### config.mk
export PLATFORM = sky130hd
export DESIGN_NAME = control_sequencer
export DESIGN_NICKNAME = d
export VERILOG_FILES = /design/src/rtl/cs_pkg.sv /design/src/rtl/reg_select_decoder.sv /design/src/rtl/control_sequencer.sv
export SDC_FILE = /design/constraint.sdc
export NUM_CORES = 1
export LEC_CHECK = 0
export CAP_MARGIN = 20
export CORE_ASPECT_RATIO = 1.25
export CORE_MARGIN = 2
export CORE_UTILIZATION = 32
export CTS_CLUSTER_SIZE = 20
export DETAILED_ROUTE_END_ITERATION = 7
export MAX_ROUTING_LAYER = met4
export PLACE_DENSITY = 0.78
export SKIP_LAST_GASP = 1
export SYNTH_ARGS = -nofsm -noshare
export SYNTH_HDL_FRONTEND = slang
export SYNTH_SLANG_ARGS = --single-unit
### constraint.sdc
create_clock -name clk -period 2.44 [get_ports clk]
set_clock_uncertainty 0.05 [all_clocks]
set_input_delay 0.488 -clock clk [delete_from_list [all_inputs] [get_ports clk]]
set_output_delay 0.488 -clock clk [all_outputs]
set_load 0.005 [all_outputs]
### src/rtl/cs_pkg.sv
// Shared definitions for the control sequencer: IR field layout, opcodes,
// ALU select codes, FSM state encoding and opcode classes.
package cs_pkg;

    localparam int unsigned IR_W     = 32;
    localparam int unsigned OP_W     = 5;
    localparam int unsigned REGSEL_W = 4;
    localparam int unsigned ALU_W    = 4;

    // IR field bit positions
    localparam int unsigned OP_MSB = 31;
    localparam int unsigned OP_LSB = 27;
    localparam int unsigned RA_MSB = 26;
    localparam int unsigned RA_LSB = 23;
    localparam int unsigned RB_MSB = 22;
    localparam int unsigned RB_LSB = 19;
    localparam int unsigned RC_MSB = 18;
    localparam int unsigned RC_LSB = 15;
    localparam int unsigned C_MSB  = 18;
    localparam int unsigned C_LSB  = 0;

    // Opcodes
    localparam logic [OP_W-1:0] OP_LD   = 5'b00000;
    localparam logic [OP_W-1:0] OP_LDI  = 5'b00001;
    localparam logic [OP_W-1:0] OP_ST   = 5'b00010;
    localparam logic [OP_W-1:0] OP_ADD  = 5'b00011;
    localparam logic [OP_W-1:0] OP_SUB  = 5'b00100;
    localparam logic [OP_W-1:0] OP_AND  = 5'b00101;
    localparam logic [OP_W-1:0] OP_OR   = 5'b00110;
    localparam logic [OP_W-1:0] OP_SHR  = 5'b00111;
    localparam logic [OP_W-1:0] OP_SHL  = 5'b01000;
    localparam logic [OP_W-1:0] OP_ROR  = 5'b01001;
    localparam logic [OP_W-1:0] OP_ROL  = 5'b01010;
    localparam logic [OP_W-1:0] OP_ADDI = 5'b01011;
    localparam logic [OP_W-1:0] OP_ANDI = 5'b01100;
    localparam logic [OP_W-1:0] OP_ORI  = 5'b01101;
    localparam logic [OP_W-1:0] OP_MUL  = 5'b01110;
    localparam logic [OP_W-1:0] OP_DIV  = 5'b01111;
    localparam logic [OP_W-1:0] OP_MFHI = 5'b11000;
    localparam logic [OP_W-1:0] OP_MFLO = 5'b11001;
    localparam logic [OP_W-1:0] OP_NOP  = 5'b11010;
    localparam logic [OP_W-1:0] OP_HALT = 5'b11011;

    // ALU select codes
    localparam logic [ALU_W-1:0] ALU_ADD = 4'b0011;
    localparam logic [ALU_W-1:0] ALU_SUB = 4'b0100;
    localparam logic [ALU_W-1:0] ALU_AND = 4'b0101;
    localparam logic [ALU_W-1:0] ALU_OR  = 4'b0110;
    localparam logic [ALU_W-1:0] ALU_SHR = 4'b0111;
    localparam logic [ALU_W-1:0] ALU_SHL = 4'b1000;
    localparam logic [ALU_W-1:0] ALU_ROR = 4'b1001;
    localparam logic [ALU_W-1:0] ALU_ROL = 4'b1010;
    localparam logic [ALU_W-1:0] ALU_MUL = 4'b1011;
    localparam logic [ALU_W-1:0] ALU_DIV = 4'b1100;

    typedef enum logic [3:0] {
        ST_RST, ST_T0, ST_T1, ST_T2, ST_T3, ST_T4, ST_T5, ST_T6, ST_T7, ST_HALT
    } state_e;

    // Execute-phase behaviour groups
    typedef enum logic [3:0] {
        CL_ALU, CL_IMM, CL_LDI, CL_LD, CL_ST, CL_MULDIV,
        CL_MFHI, CL_MFLO, CL_NOP, CL_HALT, CL_ILL
    } op_class_e;

endpackage

### src/rtl/reg_select_decoder.sv
// Register-field decoder: 4-bit register number plus enable -> one-hot strobe vector.
module reg_select_decoder #(
    parameter int unsigned NREGS = 16,
    parameter int unsigned SEL_W = 4
) (
    input  logic [SEL_W-1:0] sel_i,
    input  logic             en_i,
    output logic [NREGS-1:0] onehot_o
);

    // One bit at most; selections beyond NREGS produce no strobe
    always_comb begin
        onehot_o = '0;
        for (int unsigned i = 0; i < NREGS; i++) begin
            if (en_i && (sel_i == SEL_W'(i))) begin
                onehot_o[i] = 1'b1;
            end
        end
    end

endmodule

### src/rtl/control_sequencer.sv
// Hardwired control unit: fetch, decode IR and step T-states for the datapath.
// Outputs are Moore-decoded from the state register and the live IR fields.
// Optional build macro CS_MEM_WAIT_EN adds mem_ready to stretch memory states.
module control_sequencer
    import cs_pkg::*;
#(
    parameter int unsigned NREGS = 16,
    parameter int unsigned OPW   = 5
) (
    input  logic               clk,
    input  logic               rst_n,
`ifdef CS_MEM_WAIT_EN
    input  logic               mem_ready,
`endif
    input  logic [IR_W-1:0]    IR,
    input  logic               stop,
    output logic [NREGS-1:0]   r_in,
    output logic [NREGS-1:0]   r_out,
    output logic               PCout,
    output logic               PC_in,
    output logic               Inc_PC,
    output logic               MAR_in,
    output logic               MDR_in,
    output logic               MDRout,
    output logic               IR_in,
    output logic               Y_in,
    output logic               Z_in,
    output logic               ZLOWout,
    output logic               ZHIout,
    output logic               HI_in,
    output logic               LO_in,
    output logic               HIout,
    output logic               LOout,
    output logic               Cout,
    output logic               read,
    output logic               write,
    output logic [ALU_W-1:0]   ALU_select,
    output logic               run,
    output logic               illegal_op
);

    state_e                state_q, state_d;
    op_class_e             op_cls;
    logic [OPW-1:0]        op;
    logic [REGSEL_W-1:0]   ra, rb, rc;
    logic [ALU_W-1:0]      alu_code;
    logic                  rin_en, rout_en;
    logic [REGSEL_W-1:0]   rin_sel, rout_sel;
    logic                  mem_ok;
    state_e                inst_end;
    logic                  unused_ir;

    assign op = IR[OP_MSB -: OPW];
    assign ra = IR[RA_MSB:RA_LSB];
    assign rb = IR[RB_MSB:RB_LSB];
    assign rc = IR[RC_MSB:RC_LSB];
    // Constant field is consumed by the datapath only
    assign unused_ir = ^IR[RC_LSB-1:C_LSB];

`ifdef CS_MEM_WAIT_EN
    assign mem_ok = mem_ready;
`else
    assign mem_ok = 1'b1;
`endif

    // Instruction boundary: halt here if a stop request is pending
    assign inst_end = stop ? ST_HALT : ST_T0;

    // Opcode classification and ALU operation for the execute phase
    always_comb begin
        op_cls   = CL_ILL;
        alu_code = ALU_ADD;
        case (op)
            OPW'(OP_ADD), OPW'(OP_SUB), OPW'(OP_AND), OPW'(OP_OR),
            OPW'(OP_SHR), OPW'(OP_SHL), OPW'(OP_ROR), OPW'(OP_ROL): begin
                op_cls   = CL_ALU;
                alu_code = ALU_W'(op);
            end
            OPW'(OP_ADDI): begin op_cls = CL_IMM; alu_code = ALU_ADD; end
            OPW'(OP_ANDI): begin op_cls = CL_IMM; alu_code = ALU_AND; end
            OPW'(OP_ORI):  begin op_cls = CL_IMM; alu_code = ALU_OR;  end
            OPW'(OP_LDI):  op_cls = CL_LDI;
            OPW'(OP_LD):   op_cls = CL_LD;
            OPW'(OP_ST):   op_cls = CL_ST;
            OPW'(OP_MUL):  begin op_cls = CL_MULDIV; alu_code = ALU_MUL; end
            OPW'(OP_DIV):  begin op_cls = CL_MULDIV; alu_code = ALU_DIV; end
            OPW'(OP_MFHI): op_cls = CL_MFHI;
            OPW'(OP_MFLO): op_cls = CL_MFLO;
            OPW'(OP_NOP):  op_cls = CL_NOP;
            OPW'(OP_HALT): op_cls = CL_HALT;
            default:       op_cls = CL_ILL;
        endcase
    end

    // State register; reset aborts any instruction in flight
    always_ff @(posedge clk or negedge rst_n) begin
        if (!rst_n) begin
            state_q <= ST_RST;
        end else begin
            state_q <= state_d;
        end
    end

    // Next-state and control strobe decode
    always_comb begin
        state_d    = state_q;
        PCout      = 1'b0;
        PC_in      = 1'b0;
        Inc_PC     = 1'b0;
        MAR_in     = 1'b0;
        MDR_in     = 1'b0;
        MDRout     = 1'b0;
        IR_in      = 1'b0;
        Y_in       = 1'b0;
        Z_in       = 1'b0;
        ZLOWout    = 1'b0;
        ZHIout     = 1'b0;
        HI_in      = 1'b0;
        LO_in      = 1'b0;
        HIout      = 1'b0;
        LOout      = 1'b0;
        Cout       = 1'b0;
        read       = 1'b0;
        write      = 1'b0;
        ALU_select = '0;
        illegal_op = 1'b0;
        rin_en     = 1'b0;
        rin_sel    = ra;
        rout_en    = 1'b0;
        rout_sel   = rb;
        run        = (state_q != ST_RST) && (state_q != ST_HALT);

        case (state_q)
            ST_RST: state_d = ST_T0;
            ST_T0: begin
                PCout  = 1'b1;
                MAR_in = 1'b1;
                Inc_PC = 1'b1;
                Z_in   = 1'b1;
                state_d = ST_T1;
            end
            ST_T1: begin
                ZLOWout = 1'b1;
                PC_in   = 1'b1;
                read    = 1'b1;
                MDR_in  = 1'b1;
                if (mem_ok) state_d = ST_T2;
            end
            ST_T2: begin
                MDRout  = 1'b1;
                IR_in   = 1'b1;
                state_d = (op_cls == CL_NOP) ? inst_end : ST_T3;
            end
            ST_T3: begin
                case (op_cls)
                    CL_ALU, CL_IMM, CL_LDI, CL_LD, CL_ST: begin
                        rout_en  = 1'b1;
                        rout_sel = rb;
                        Y_in     = 1'b1;
                        state_d  = ST_T4;
                    end
                    CL_MULDIV: begin
                        rout_en  = 1'b1;
                        rout_sel = ra;
                        Y_in     = 1'b1;
                        state_d  = ST_T4;
                    end
                    CL_MFHI: begin
                        HIout   = 1'b1;
                        rin_en  = 1'b1;
                        state_d = inst_end;
                    end
                    CL_MFLO: begin
                        LOout   = 1'b1;
                        rin_en  = 1'b1;
                        state_d = inst_end;
                    end
                    CL_HALT: state_d = ST_HALT;
                    CL_NOP:  state_d = inst_end;
                    default: begin
                        illegal_op = 1'b1;
                        state_d    = inst_end;
                    end
                endcase
            end
            ST_T4: begin
                Z_in       = 1'b1;
                ALU_select = alu_code;
                state_d    = ST_T5;
                case (op_cls)
                    CL_ALU: begin
                        rout_en  = 1'b1;
                        rout_sel = rc;
                    end
                    CL_MULDIV: begin
                        rout_en  = 1'b1;
                        rout_sel = rb;
                    end
                    default: Cout = 1'b1;
                endcase
            end
            ST_T5: begin
                ZLOWout = 1'b1;
                case (op_cls)
                    CL_LD, CL_ST: begin
                        MAR_in  = 1'b1;
                        state_d = ST_T6;
                    end
                    CL_MULDIV: begin
                        LO_in   = 1'b1;
                        state_d = ST_T6;
                    end
                    default: begin
                        rin_en  = 1'b1;
                        state_d = inst_end;
                    end
                endcase
            end
            ST_T6: begin
                case (op_cls)
                    CL_MULDIV: begin
                        ZHIout  = 1'b1;
                        HI_in   = 1'b1;
                        state_d = inst_end;
                    end
                    CL_ST: begin
                        rout_en  = 1'b1;
                        rout_sel = ra;
                        MDR_in   = 1'b1;
                        state_d  = ST_T7;
                    end
                    default: begin
                        read   = 1'b1;
                        MDR_in = 1'b1;
                        if (mem_ok) state_d = ST_T7;
                    end
                endcase
            end
            ST_T7: begin
                if (op_cls == CL_ST) begin
                    write = 1'b1;
                    if (mem_ok) state_d = inst_end;
                end else begin
                    MDRout  = 1'b1;
                    rin_en  = 1'b1;
                    state_d = inst_end;
                end
            end
            ST_HALT: state_d = ST_HALT;
            default: state_d = ST_RST;
        endcase
    end

    // Register load strobes
    reg_select_decoder #(.NREGS(NREGS), .SEL_W(REGSEL_W)) u_rin_dec (
        .sel_i    (rin_sel),
        .en_i     (rin_en),
        .onehot_o (r_in)
    );

    // Register bus-drive strobes
    reg_select_decoder #(.NREGS(NREGS), .SEL_W(REGSEL_W)) u_rout_dec (
        .sel_i    (rout_sel),
        .en_i     (rout_en),
        .onehot_o (r_out)
    );

endmodule

* Word level (Yosys, flattened, before mapping)
Cells that the tools add are included.
Word-level totals: register bits after elaboration 4, logic and storage cells 198, input bits 35, output and inout port bits 56
Cells by class: equality and inequality tests 68, reductions and logical operators 51, mux-type cells 78
Operators by type and width (count):
- $eq A4 B4 Y1 const B | 20
- $pmux W4 S10 | 2
- $eq A4 B3 Y1 const B | 16
- $mux W1 | 59
- $eq A5 B4 Y1 const B | 8
- $logic_and A1 B1 Y1 | 33
- $eq A4 B2 Y1 const B | 8
- $mux W4 | 8
- $eq A5 B3 Y1 const B | 4
- $eq A5 B5 Y1 const B | 4
- $pmux W4 S5 | 1
- $eq A4 B1 Y1 const B | 4
- $logic_not A4 Y1 | 4
- $reduce_or A2 Y1 | 7
- $pmux W4 S3 | 1
- $eq A5 B2 Y1 const B | 2
- $reduce_or A10 Y1 | 1
- $pmux W1 S2 | 4
- $pmux W4 S2 | 1
- $reduce_or A8 Y1 | 1
- $pmux W1 S3 | 2
- $reduce_or A3 Y1 | 2
- $reduce_or A6 Y1 | 1
- $eq A5 B1 Y1 const B | 1
- 3 further kinds | 3

* Depth between registers and ports, before layout
Gate-level depths: netlist (run 1).
depth in word-level cells 9, depth in mapped cells 8, mapped depth without buffers 6

* Hierarchy
A second synthesis (run 1) with hierarchy kept.
Unflattened totals: cells, all modules 181, area, all modules 1069.8 µm²
Modules (own cells, without submodules):
- control_sequencer | area each 834.6 µm², times used 1, cells each 135, seq. area each 100.1 µm²
- reg_select_decoder | area each 117.6 µm², times used 2, cells each 23, seq. area each 0.0 µm²

* Worst setup path after synthesis (run 1)
Ideal clock, no wire load.
kind input-to-output, start input IR[27], end output r_out[10], stages 8, required time 1.902 ns, arrival 2.046 ns, setup slack -0.144 ns, path buffers 2, path through buf_6 -> or2_4 -> o41ai_4 -> nand2_1 -> o21a_1 -> or3_1 -> buf_6 -> nor3_2
On the way: cells in the longest elaborated chain, start to end 9, elaborated cells on any way between the ends 43, classes of those cells 25 x eq/ne; 10 x mux; 8 x reduce/logical
RTL lines:
- from (decl) | RTL line control_sequencer.sv:15 | input logic [IR_W-1:0] IR,
- $eq A5 B2 Y1, or another cell as far along | RTL line control_sequencer.sv:73 | case (op)
- $reduce_or A8 Y1, or another cell as far along | RTL line control_sequencer.sv:73
- $pmux W4 S10 * | RTL line control_sequencer.sv:73
- $eq A4 B3 Y1, or another cell as far along | RTL line control_sequencer.sv:155, control_sequencer.sv:220
- $mux W4, or another cell as far along | RTL line control_sequencer.sv:220 | case (op_cls)
- $pmux W4 S3, or another cell as far along | RTL line control_sequencer.sv:133 | case (state_q)
- $eq A4 B4 Y1 or $pmux W1 S3 (tied branches) | RTL line reg_select_decoder.sv:15, control_sequencer.sv:133
- $logic_and A1 B1 Y1 * | RTL line reg_select_decoder.sv:15 | if (en_i && (sel_i == SEL_W'(i))) begin
- $mux W1 * | RTL line reg_select_decoder.sv:15
- to (decl) | RTL line control_sequencer.sv:18 | output logic [NREGS-1:0] r_out,
Mark *: on every way between the ends. The rest lies on a longest branch, timed or not.

* Worst setup path after layout (run 1)
start input IR[28], end output r_out[8]
Same word-level chain as after synthesis.

==> results of run 1 <==
-- worst max-delay path: stages --
cell,delay (ns)
clkbuf_4,0.16
a21oi_2,0.24
xnor2_2,0.20
buf_4,0.18
a211oi_1,0.09
o21a_1,0.24
or3_1,0.37
buf_6,0.14
buf_12,0.14
nor3_4,0.12
buf_2,0.16
-- area by class of cell --
class / instances / share of cell area
multi-input cells: 164 / 0.459
inverters: 7 / 0.00927
well taps: 54 / 0.0218
repair buffers: 176 / 0.463
clock buffers: 3 / 0.0133
flip-flops and latches: 4 / 0.0335
-- layout by cell type, fill, tap and decap left out, types with 6 or more instances in the layout --
| cell type | instances |
|---|---|
| buf_4 | 79 |
| clkbuf_2 | 10 |
| nor3_2 | 15 |
| buf_2 | 25 |
| dlygate4sd2_1 | 9 |
| nor2_1 | 19 |
| buf_6 | 22 |
| clkdlybuf4s50_1 | 22 |
| nor3_4 | 8 |
| nand2b_1 | 6 |
| nand2_1 | 14 |
-- cells by family (layout without fill, tap and decap cells) --
group           after synthesis  in the layout
simple gates                116            116
compound gates               46             46
buf+inv                      23            186
flops                         4              4
xor+xnor                      2              2
-- worst paths after layout --
check | from | endpoint | cells after the start
worst max-delay path | IR[28] | r_out[8] | 11
worst min-delay path | rst_n | state_q[0] | 1
worst max register to register | state_q[1] | state_q[3] | 8
worst min register to register | state_q[1] | state_q[3] | 2
max in group asynchronous | rst_n | state_q[3] | 1
min in group clk | state_q[1] | state_q[3] | 2
-- stage by stage --
stage / util / total power [uW] / std cells
floorplan: - / 806 / 191
global placement: 0.660 / 1420 / 360
detailed placement: 0.660 / 1440 / 360
CTS: 0.770 / 1930 / 397
global route: 0.813 / 2270 / 408
finish: 0.813 / 2170 / 408
-- where the power goes --
part / leakage, uW / internal [uW] / switching (uW)
registers: 0.0000470 / 102 / 62.1
logic: 0.00146 / 971 / 887
clock network: 0.0000216 / 105 / 37.1
-- layer usage --
layer | up-vias | track usage | share of wire
met5 | - | - | 0
met4 | 0 | 0.133 | 0.045
met3 | 32 | 0.0464 | 0.067
met2 | 122 | 0.523 | 0.52
met1 | 1069 | 0.328 | 0.37
li1 | 1018 | - | -
-- repair_timing --
| item | 4_1_cts | 5_1_grt |
|---|---|---|
| pin swaps | 32 | 22 |
| setup buffers | 34 | 14 |
| endpoints found under the setup margin | 51 | 39 |
| resized for setup | 187 | 75 |
==> impl_results.md, run 1 <==
* Run status: complete, but fails checks
* Failing checks: negative setup slack
* Synth top area share at 0.0784
* Maximum capacitance violations at 0
* Htree depth at 1
* Worst VDD drop at 525 uV
* Gate Count Post-Synth at 191
* Avg WL per Cell at 18.0 um
* Top-Level Pins at 91
* CTS tree: yes
* Antenna cells at 0
* Post-synthesis register bit count at 4
* Leading post-synthesis cells by cell area: dfrtp_1, nor3_2, nor2_1, nor3_1, nand2_1
* Final setup violating endpoints at 33
* Root Buffer Master: clkbuf_8
* Chip Height at 74.6 um
* Slew Viols, Final at 0
* Layout cells sized above 1 at 0.613
* First-pass GRT wire length at 9970 um
* Max FFs per register at 4
* Die area at 4520 um^2
* DR pass1 iterations at 4
* WL final at 7360 um
* Biggest register: state_q
* Initial antenna violation count at 0
* Synth Area per Inst at 6.69 um^2
* Worst path arrival time at 2.54 ns
* Synthesized cell area at 1280 um^2
* Pwr per Cell Area at 698 nW/um^2
* Worst path required time at 1.90 ns
* Vias in the first global route at 2072
* Hpwl dp at 4050 um
* Ys flop type: dfrtp_1
* Ys Warns at 0
* DR iter-0 viols at 61
* Reg area at 104 um^2
* Part of the cycle the worst path needs at 1.26
* Crit path launch type: primary input
* PortBufs at 75
* Largest registers: state_q: 4 flops
* Synth Area in Compound Gates at 0.306
* Starting Density at 0.335
* Max-slew headroom at the worst pin at 0.736
* Clk buf depth at 2
* Post-synth ARST share at 1.00
* Endpoint class of the critical path: output port
* Fillcell total at 245
* DRT antenna net count at 0
* RSZ-0062 raised after global routing: yes
* Pin count of the biggest net entering global routing at 12
* Multi-input gate area at 1420 um^2
* Setup TNS at -13.00 ns
* Adder-cell area share of the yosys netlist at 0
* Commonest cells post-synth: nor2_1, nor3_1, nand2_1, nand2b_1, nor3_2
* Crit-path max FO at 7
* Measured slew at the worst slew-check pin at 0.394 ns
* Crit Path Class: primary input to output port
* Hold buffers post-CTS at 0
* P&R area growth vs syn at 143%
* Die width at 60.5 um
* Core footprint at 3820 um^2
* Residual DRC count at 0
* Grt total ovfl at 0
* Lkg Pwr at 0.00153 uW
* Via/cell ratio at 5.49
* Tot GR Track Use at 0.298
* Cell Area, Placed at 2520 um^2
* Fin crit period at 3.07 ns
* Routability cong. at 0.956
* Largest family of logic cells by synthesized area: simple AND/OR/NAND/NOR gates
* Post-synthesis sequential area ratio at 0.0784
* Total clock sinks at 4
* HP Class: primary input to async pin
* Design area at 3100 um^2
* Row cnt at 25
* Final worst slack at -0.634 ns
* Final hold slack at 0.420 ns
* Count of different cell masters after synthesis at 51
* Reg clk slew, reported paths at 0.04 ns
* Synth Net Count at 226
* Pre-CTS setup slack at -1.19 ns
* Vias at 2241
* Xor/xnor cell area share of the yosys netlist at 0.0137
* Final hold vios at 0
* Fin nets at 391
* Synth Area in Simple Gates at 0.507
* Worst-skew pair later-pin latency at 0.22 ns
* Number of flops mapped to enable cells by yosys at 0
* Area leader, netlist: dfrtp_1
* Mux contribution to synthesized area at 0
* Max Clk Rate at 0.325 GHz
* Count leader, synth: nor2_1
* CTS buffer count at 3
* Reg2reg setup slack at 0.79 ns
Note: power is estimated with default switching activity, not from simulation.
==> inputs of run 2 (changes only) <==
--- a/config.mk
+++ b/config.mk
@@ -8,11 +8,12 @@
 export CAP_MARGIN = 20
 export CORE_ASPECT_RATIO = 1.25
 export CORE_MARGIN = 2
-export CORE_UTILIZATION = 32
+export CORE_UTILIZATION = 33
+export CTS_BUF_LIST = sky130_fd_sc_hd__clkbuf_4
 export CTS_CLUSTER_SIZE = 20
 export DETAILED_ROUTE_END_ITERATION = 7
 export MAX_ROUTING_LAYER = met4
-export PLACE_DENSITY = 0.78
+export PLACE_DENSITY = 0.8
 export SKIP_LAST_GASP = 1
 export SYNTH_ARGS = -nofsm -noshare
 export SYNTH_HDL_FRONTEND = slang
==> run 2 against run 1 <==
The run still ends with negative setup slack left. Register-to-register slack got worse by 0.18 ns. Sequential power fell by 4%. Final cell count fell by 1.7%. First-iteration DRC count rose by 98%. Critical path depth fell by 1. Flip-flop and latch count did not move. Clock-buffer cell count did not move. Critical endpoint is now r_out[2]. Largest power group unchanged. Highest routed layer unchanged.
==> impl_results.md, run 2 (synthesis results as in run 1) <==
* Chip Height at 73.6 um (-1.4%)
* DR pass1 iterations at 5 (+1)
* PortBufs at 75 (unchanged)
* Row cnt at 25 (unchanged)
* CP most frequent cell: buf_6
* Endpoint class of the critical path: output port
* First-pass GRT wire length at 9650 um (-3.2%)
* R2R cell count at 9 (+1)
* Pin count of the biggest net entering global routing at 10 (-2)
* WL final at 7310 um (-0.75%)
* HP Class: primary input to async pin
* Final hold vios at 0 (unchanged)
* Measured slew at the worst slew-check pin at 0.330 ns (-0.0647 ns)
* Top-Level Pins at 91 (unchanged)
* Die width at 59.7 um (-1.4%)
* Crit-path max FO at 5 (-2)
* DR iter-0 viols at 121 (+98%)
* Tot GR Track Use at 0.291 (-0.00671)
* Antenna cells at 0 (unchanged)
* Die area at 4390 um^2 (-2.8%)
* Biggest register: state_q
* Crit path launch type: register
* Lkg Pwr at 0.00159 uW (+4.2%)
* Layout cells sized above 1 at 0.612 (-0.000806)
* Residual DRC count at 0 (unchanged)
* Worst-skew pair later-pin latency at 0.24 ns (+0.02 ns)
* Clk buf depth at 2 (unchanged)
* Final core utilization at 0.842 (+0.0286)
* Slew Viols, Final at 0 (unchanged)
* Core footprint at 3750 um^2 (-1.6%)
* P&R area growth vs syn at 147%
* Initial antenna violation count at 0 (unchanged)
* DRT antenna net count at 0 (unchanged)
* Max FFs per register at 4 (unchanged)
* Routability cong. at 0.888 (-7.1%)
* CP peak stage delay at 0.45 ns (+0.08 ns)
* Final setup violating endpoints at 34 (+3.0%)
* Fin crit period at 3.03 ns (-0.0440 ns)
* CTS tree: yes
* Run status: complete, but fails checks
* Maximum capacitance violations at 0 (unchanged)
* Max Clk Rate at 0.330 GHz (+1.5%)
* Max-slew headroom at the worst pin at 0.780 (+0.0440)
* Failing checks: negative setup slack
* Fin nets at 398 (+1.8%)
* Most common cell after layout, fill and taps aside: buf_4
* Worst VDD drop at 689 uV (+31%)
* Htree depth at 1 (unchanged)
* CTS buffer count at 3 (unchanged)
* Pre-CTS setup slack at -1.24 ns (-0.0467 ns)
* Reg clk slew, reported paths at 0.04 ns (about the same)
* Crit Path Class: register to output port
* Worst path arrival time at 2.49 ns (-0.05 ns)
* Part of the cycle the worst path needs at 1.24 (-0.0180)
* Avg WL per Cell at 18.2 um (+0.99%)
* Fillcell total at 209 (-15%)
* Worst path required time at 1.90 ns (about the same)
* Largest registers: state_q: 4 flops
* Final worst slack at -0.590 ns (+0.0440 ns)
* Hpwl dp at 3990 um (-1.4%)
* Vias at 2307 (+2.9%)
* Hold buffers post-CTS at 0 (unchanged)
* Grt total ovfl at 0 (unchanged)
* RSZ-0062 raised after global routing: yes
* Starting Density at 0.340 (+0.00558)
* Total clock sinks at 4 (unchanged)
* CP cell instances: and4b_1 -> a22oi_2 -> nor2_4 -> buf_6 -> a32o_2 -> or3_1 -> buf_6 -> buf_4 -> nor3_2 -> buf_2
* Root Buffer Master: clkbuf_4
* Worst-path cell with the longest stage delay: dfrtp_2
* Vias in the first global route at 2113 (+2.0%)
* Pwr per Cell Area at 695 nW/um^2 (-0.43%)
* Via/cell ratio at 5.75 (+4.7%)
* Most frequent cells in the layout: buf_4, buf_6, clkdlybuf4s50_1
==> run 2: final cells by class <==
type | instances | area, um^2 | area share
clock buffer | 3 | 22.5 | 0.00713
inverter | 7 | 32.5 | 0.0103
multi-input combinational | 164 | 1430 | 0.452
sequential | 4 | 104 | 0.0329
tap | 40 | 50.0 | 0.0158
timing repair buffer | 183 | 1520 | 0.482
==> run 2: report_power, final <==
part	leakage, uW	switching (uW)	internal, uW
Combinational	0.00153	945	1010
Sequential	0.0000470	55.1	102
Clock	0.0000138	32.4	55.4
Total	0.00159	1030	1160
==> run 2: worst max-delay path: cells and delay by family, from the launching register on <==
| kind | cells | cell delay, ns |
|---|---|---|
| and+or+nand+nor | 4 | 0.79 |
| DFF | 1 | 0.45 |
| AOI/OAI and AO/OA | 2 | 0.45 |
| buffers and inverters | 4 | 0.55 |
==> run 2: what timing repair did <==
item                       CTS  global route
resized for setup          175            71
setup endpoints to repair   52            47
setup buffers               33            19
pin swaps                   21            23
==> run 2: worst paths after layout <==
check,from,slack [ns],endpoint
worst max-delay path,state_q[1],-0.59,r_out[2]
worst min-delay path,rst_n,0.40,state_q[3]
worst max register to register,state_q[0],0.61,state_q[3]
worst min register to register,state_q[3],0.65,state_q[1]
max in group asynchronous,rst_n,1.75,state_q[1]
min in group clk,state_q[3],0.65,state_q[1]
==> run 2: routing by layer <==
metal,GRT usage,part of all wire,up-vias
li1,-,-,1041
met1,0.329,0.37,1058
met2,0.523,0.51,166
met3,0.0299,0.080,42
met4,0.0963,0.043,0
met5,-,0,-
==> run 2: through the flow <==
stage	std cells	TNS (ns)	power (uW)	area, um^2	hold slack [ns]
3_5_place_dp	350	-42.52	1460	2520	0.614
5_1_grt	401	-16.51	2300	3160	0.410
3_3_place_gp	350	-40.75	1440	2520	0.592
6_report	401	-13.44	2190	3160	0.401
4_1_cts	386	-16.10	1820	2890	0.392
2_1_floorplan	191	-0.923	806	1370	0.142
